## config.mk

```make
export PLATFORM = sky130hd
export DESIGN_NAME = side_sensor_conditioner
export DESIGN_NICKNAME = d
export VERILOG_FILES = /design/src/rtl/ssc_pkg.sv /design/src/rtl/ssc_debounce.sv /design/src/rtl/side_sensor_conditioner.sv
export SDC_FILE = /design/constraint.sdc
export NUM_CORES = 1
export LEC_CHECK = 0
export ABC_AREA = 1
export CELL_PAD_IN_SITES_DETAIL_PLACEMENT = 0
export CELL_PAD_IN_SITES_GLOBAL_PLACEMENT = 1
export CORE_UTILIZATION = 36
export DETAILED_ROUTE_END_ITERATION = 10
export PLACE_DENSITY_LB_ADDON = 0.12
export SYNTH_ARGS = -nofsm -noshare
export SYNTH_HDL_FRONTEND = slang
export SYNTH_SLANG_ARGS = --single-unit
```

## constraint.sdc

```tcl
create_clock -name clk -period 1.3 [get_ports clk]
set_input_delay 0.195 -clock clk [delete_from_list [all_inputs] [get_ports clk]]
set_output_delay 0.195 -clock clk [all_outputs]
set_load 0.1 [all_outputs]
```

## src/rtl/ssc_pkg.sv

```systemverilog
// Shared types and default constants for the side-street sensor conditioner.
package ssc_pkg;

    // Debounce FSM states for the loop detector.
    typedef enum logic [1:0] {
        ABSENT   = 2'd0,
        RISE_CHK = 2'd1,
        PRESENT  = 2'd2,
        FALL_CHK = 2'd3
    } deb_state_t;

    // Default parameter values used by the top and the debouncer.
    localparam int SSC_DEBOUNCE_CYCLES = 4;
    localparam int SSC_CNT_W           = 4;
    localparam int SSC_STUCK_LIMIT     = 1000;

endpackage : ssc_pkg

```

## src/rtl/ssc_debounce.sv

```systemverilog
// Two-flop synchroniser and debounce FSM for the side-street loop detector.
// Emits a one-cycle registered veh_evt when a new presence is accepted and
// exposes the debounced presence level.
module ssc_debounce
    import ssc_pkg::*;
#(
    parameter int DEBOUNCE_CYCLES = SSC_DEBOUNCE_CYCLES
) (
    input  logic clk,
    input  logic rst_n,
    input  logic raw_sensor,
    output logic veh_evt,
    output logic present
);

    localparam logic [7:0] RUN_TARGET = 8'(DEBOUNCE_CYCLES);

    logic       sync_q1;
    logic       sync_q2;
    deb_state_t state_reg;
    deb_state_t state_next;
    logic [7:0] run_reg;
    logic [7:0] run_next;
    logic       veh_evt_reg;
    logic       veh_evt_next;

    // Bring the asynchronous loop input into the clk domain.
    always_ff @(posedge clk or negedge rst_n) begin
        if (!rst_n) begin
            sync_q1 <= 1'b0;
            sync_q2 <= 1'b0;
        end else begin
            sync_q1 <= raw_sensor;
            sync_q2 <= sync_q1;
        end
    end

    // FSM state, run counter and event pulse registers.
    always_ff @(posedge clk or negedge rst_n) begin
        if (!rst_n) begin
            state_reg   <= ABSENT;
            run_reg     <= 8'd0;
            veh_evt_reg <= 1'b0;
        end else begin
            state_reg   <= state_next;
            run_reg     <= run_next;
            veh_evt_reg <= veh_evt_next;
        end
    end

    // Next-state logic: a level change is accepted only after it has been
    // seen on DEBOUNCE_CYCLES consecutive samples; any contrary sample
    // abandons the check. A recovery from FALL_CHK is not a new vehicle.
    always_comb begin
        state_next   = state_reg;
        run_next     = run_reg;
        veh_evt_next = 1'b0;
        case (state_reg)
            ABSENT: begin
                if (sync_q2) begin
                    state_next = RISE_CHK;
                    run_next   = 8'd1;
                end
            end
            RISE_CHK: begin
                if (!sync_q2) begin
                    state_next = ABSENT;
                end else if (run_reg == RUN_TARGET) begin
                    state_next   = PRESENT;
                    veh_evt_next = 1'b1;
                end else begin
                    run_next = run_reg + 8'd1;
                end
            end
            PRESENT: begin
                if (!sync_q2) begin
                    state_next = FALL_CHK;
                    run_next   = 8'd1;
                end
            end
            FALL_CHK: begin
                if (sync_q2) begin
                    state_next = PRESENT;
                end else if (run_reg == RUN_TARGET) begin
                    state_next = ABSENT;
                end else begin
                    run_next = run_reg + 8'd1;
                end
            end
            default: begin
                state_next = ABSENT;
            end
        endcase
    end

    assign veh_evt = veh_evt_reg;
    // Debounced level: a vehicle is considered present until the fall is confirmed.
    assign present = (state_reg == PRESENT) || (state_reg == FALL_CHK);

endmodule : ssc_debounce

```

## src/rtl/side_sensor_conditioner.sv

```systemverilog
// Side-street sensor conditioner: debounces the loop detector, counts waiting
// vehicles, and raises a registered request (Dss) to the light controller.
// Optional feature macro: SSC_STUCK_EN adds a stuck-sensor timer and the
// sensor_fault output; without it those are absent.
module side_sensor_conditioner
    import ssc_pkg::*;
#(
    parameter int DEBOUNCE_CYCLES = SSC_DEBOUNCE_CYCLES,
    parameter int CNT_W           = SSC_CNT_W,
    parameter int STUCK_LIMIT     = SSC_STUCK_LIMIT
) (
    input  logic             clk,
    input  logic             Dreset,
    input  logic             raw_sensor,
    input  logic             forSG,
    output logic             Dss,
    output logic [CNT_W-1:0] waiting
`ifdef SSC_STUCK_EN
    ,
    output logic             sensor_fault
`endif
);

    localparam logic [CNT_W-1:0] WAIT_MAX = '1;

    logic veh_evt;
    logic forSG_q;
    logic sg_rise;
    logic count_en;
    logic req_level;

`ifdef SSC_STUCK_EN
    localparam int TMR_W = $clog2(STUCK_LIMIT + 1);
    localparam logic [TMR_W-1:0] TMR_LIMIT = TMR_W'(STUCK_LIMIT);

    logic             present;
    logic [TMR_W-1:0] presence_tmr_reg;
`else
    logic             present_unused;
`endif

    ssc_debounce #(
        .DEBOUNCE_CYCLES (DEBOUNCE_CYCLES)
    ) u_debounce (
        .clk        (clk),
        .rst_n      (Dreset),
        .raw_sensor (raw_sensor),
        .veh_evt    (veh_evt),
`ifdef SSC_STUCK_EN
        .present    (present)
`else
        .present    (present_unused)
`endif
    );

    // Edge detect on the side-green lamp: the start of service empties the queue.
    always_ff @(posedge clk or negedge Dreset) begin
        if (!Dreset) begin
            forSG_q <= 1'b0;
        end else begin
            forSG_q <= forSG;
        end
    end

    assign sg_rise = forSG & ~forSG_q;

`ifdef SSC_STUCK_EN
    // Presence timer: counts cycles of debounced presence, saturating at the limit.
    always_ff @(posedge clk or negedge Dreset) begin
        if (!Dreset) begin
            presence_tmr_reg <= '0;
        end else if (!present) begin
            presence_tmr_reg <= '0;
        end else if (presence_tmr_reg != TMR_LIMIT) begin
            presence_tmr_reg <= presence_tmr_reg + 1'b1;
        end
    end

    // Stuck flag: set when the timer hits the limit, held until the loop
    // is seen absent again.
    always_ff @(posedge clk or negedge Dreset) begin
        if (!Dreset) begin
            sensor_fault <= 1'b0;
        end else if (!present) begin
            sensor_fault <= 1'b0;
        end else if (presence_tmr_reg == TMR_LIMIT) begin
            sensor_fault <= 1'b1;
        end
    end

    assign count_en  = veh_evt & ~forSG & ~sensor_fault;
    assign req_level = (waiting != '0) & ~sensor_fault;
`else
    assign count_en  = veh_evt & ~forSG;
    assign req_level = (waiting != '0);
`endif

    // Waiting-vehicle counter: cleared when service starts (clear wins),
    // otherwise counts accepted vehicles and saturates instead of wrapping.
    always_ff @(posedge clk or negedge Dreset) begin
        if (!Dreset) begin
            waiting <= '0;
        end else if (sg_rise) begin
            waiting <= '0;
        end else if (count_en && (waiting != WAIT_MAX)) begin
            waiting <= waiting + 1'b1;
        end
    end

    // Registered request to the controller, one cycle behind the counter.
    always_ff @(posedge clk or negedge Dreset) begin
        if (!Dreset) begin
            Dss <= 1'b0;
        end else begin
            Dss <= req_level;
        end
    end

endmodule : side_sensor_conditioner

```

==> summary.txt <==
Power
  – P_leak: 0.612 nW
  – Peak VDD IR: 0.706 mV
  – Power density cells: 1270 mW/mm^2

Final layout
  – Multi-input logic area: 503 sq um
  – Layout area overhead: 38.7%
  – Post-layout net count: 149
  – Max reg flops: 8
  – Register Area: 488 sq um
  – Most frequent cells in the layout: 28 x nand2_1, 15 x dfrtp_1, 14 x inv_1
  – Fraction of layout cells with a size suffix above 1: 31.4%
  – Antenna cell count: 0
  – # fillers: 239
  – Commonest non-fill, non-tap cell in the layout: nand2_1

Drt
  – Via-per-instance ratio: 4.78
  – Via count: 813
  – Wirelength per Cell: 11.8 microns
  – Post-DRT Antenna Nets: 0
  – Drc violations: 0
  – DRT iter0 DRCs: 12
  – WL final: 2.00 mm
  – 1st-pass router iterations: 4

Placement
  – Pre-CTS setup slack: -0.0540 ns
  – Placer congestion estimate: 0.760
  – Post-DP HPWL: 1.40 mm
  – # port buffers: 8

Setup path
  – Crit path cell chain: inv_2 > ha_4 > nand2_4 > nor2_4 > nand3_4 > buf_6 > nand2_2 > o21ai_1
  – CP Launch Type: register
  – Reg2reg start: u_debounce.run_reg[1]
  – R2R depth: 8
  – Max FO, Critical Path: 3
  – Buffer and inverter count on the worst path: 2
  – Top Family by Delay on Critical Path: flip-flops
  – Setup crit start: u_debounce.run_reg[1]
  – Max incr delay on CP: 0.41 ns
  – CP endpoint kind: register
  – R2r setup slk: 0.03 ns
  – Req. time, crit path: 1.51 ns
  – CP arrival: 1.48 ns
  – WS Path Type: register to register
  – Worst path slowest cell: dfrtp_1

GRT
  – First-pass GRT wire length: 3.43 mm
  – Total Routing Usage GR: 17.1%
  – Aggregate global routing overflow: 0
  – Number of global-route vias before repair: 806
  – Initial antenna violation count: 0
  – Largest net degree at the start of global routing: 20

Min path
  – Hold/Removal Path Class: input port to async pin

STA
  – Fmax achieved: 786 MHz
  – Final period util: 97.9%
  – RSZ-0062 raised after global routing: yes
  – Hold Fails Final Rpt: 0
  – Max_slew headroom: 81.2%
  – Min Clock Period, post-route: 1.27 ns
  – Final worst slack: 0.0275 ns
  – Max Slew Vio Count: 0
  – Worst Max-Slew Pin Slew: 0.282 ns
  – Final Setup Violations: 0
  – Setup TNS Final: 0 ns
  – Fin Hold WS: 0.202 ns
  – Clock skew: 0.00364 ns

Floorplanning
  – Site Rows: 18
  – I/O pins: 9
  – Die area: 0.00285 sq mm
  – DIE HEIGHT: 53.4 microns
  – Die span in x: 53.4 microns
  – Initial Util: 38.3%
  – Core Area: 0.00248 sq mm

Synthesis
  – Avg Synthesized Cell Area: 7.91 sq um
  – Register area share after synthesis: 50.1%
  – Syn_nets: 128
  – Netlist cell types: 15
  – Synthesized area: 950 sq um
  – Cells after synthesis: 120
  – Syn. warnings: 0
  – Synth Register Bits: 19

Clock network
  – Clock Tree Buf Depth: 2
  – Root Buffer: clkbuf_4
  – Clock H-tree levels: 1
  – CTS tree: done
  – Clk sinks: 19
  – Num CTS Buffers: 3
  – Worst-path clk slew: 0.12 ns
  – Clock latency on the worst-skew pair: 0.31 ns

Flow run
  – Max-Cap Viols: 0

Run status
  – Status: finished clean
==> cell usage after synthesis <==
library cell	number	area [sq um]
dfrtp_1	19	475
nand2_2	1	6.26
ha_1	4	50.1
mux2i_1	1	10.0
nand3_2	1	10.0
nand4_1	1	6.26
a21oi_1	2	10.0
buf_6	1	11.3
nand3_1	14	70.1
nor2_1	11	41.3
nor2_2	1	6.26
nor3_1	1	5.00
inv_1	18	67.6
o21ai_0	9	45.0
nand2_1	36	135
==> per-layer routing <==
metal / vias to the layer above / wire length (microns) / track usage, %
met4: 0 / 27 / 4.82
met3: 4 / 67 / 6.03
li1: 417 / - / -
met1: 380 / 913 / 19.3
met2: 12 / 989 / 29.8
met5: - / 0 / 0
==> how the worst max path moves through the flow <==
stage	endpoint	slack [ns]	cells past startpoint
finish	register	0.03	8
detailed placement	u_debounce.run_reg[3]	-0.05	7
floorplan	waiting[3]	-0.03	7
CTS	register	-0.003	8
global route	u_debounce.run_reg[2]	-0.05	8
global placement	u_debounce.run_reg[7]	0.01	7
==> metrics by stage <==
step / utilization (%) / total power, mW / std cells / area (sq um)
floorplan: - / 1.02 / 120 / 985
global placement: 48.2 / 1.17 / 164 / 1190
detailed placement: 48.2 / 1.18 / 164 / 1190
CTS: 50.0 / 1.52 / 169 / 1240
global route: 53.2 / 1.79 / 170 / 1320
finish: 53.2 / 1.67 / 170 / 1320
==> timing repair <==
| item | 4_1_cts | 5_1_grt |
|---|---|---|
| endpoints found under the setup margin | 8 | 12 |
| pin swaps | 2 | 4 |
| setup buffers | 0 | 1 |
| cloned | 1 | 0 |
| gates resized for setup | 3 | 25 |
| hold buffers | 0 | 0 |
==> area by class of cell <==
cell class / count / share of cell area [%]
multi-input cells: 83 / 38.2
clock inverters: 1 / 0.380
repair buffers: 16 / 14.7
well taps: 30 / 2.85
clock buffers: 3 / 1.71
inverters: 18 / 5.13
flip-flops and latches: 19 / 37.0
==> power by group <==
part           total, mW  switching [mW]  internal [mW]
sequential         0.755          0.0902          0.665
combinational      0.594           0.337          0.257
clock              0.317           0.202          0.115
==> cell families (layout without fill, tap and decap cells) <==
family          count (synthesis)  in the layout  synth area share, %
buf+inv                        19             38                 8.30
simple gates                   66             67                 29.5
fa+ha+maj                       4              4                 5.27
compound gates                 11             11                 5.80
flops                          19             19                 50.1
mux                             1              1                 1.05
Power figures use the tool's default switching activity.
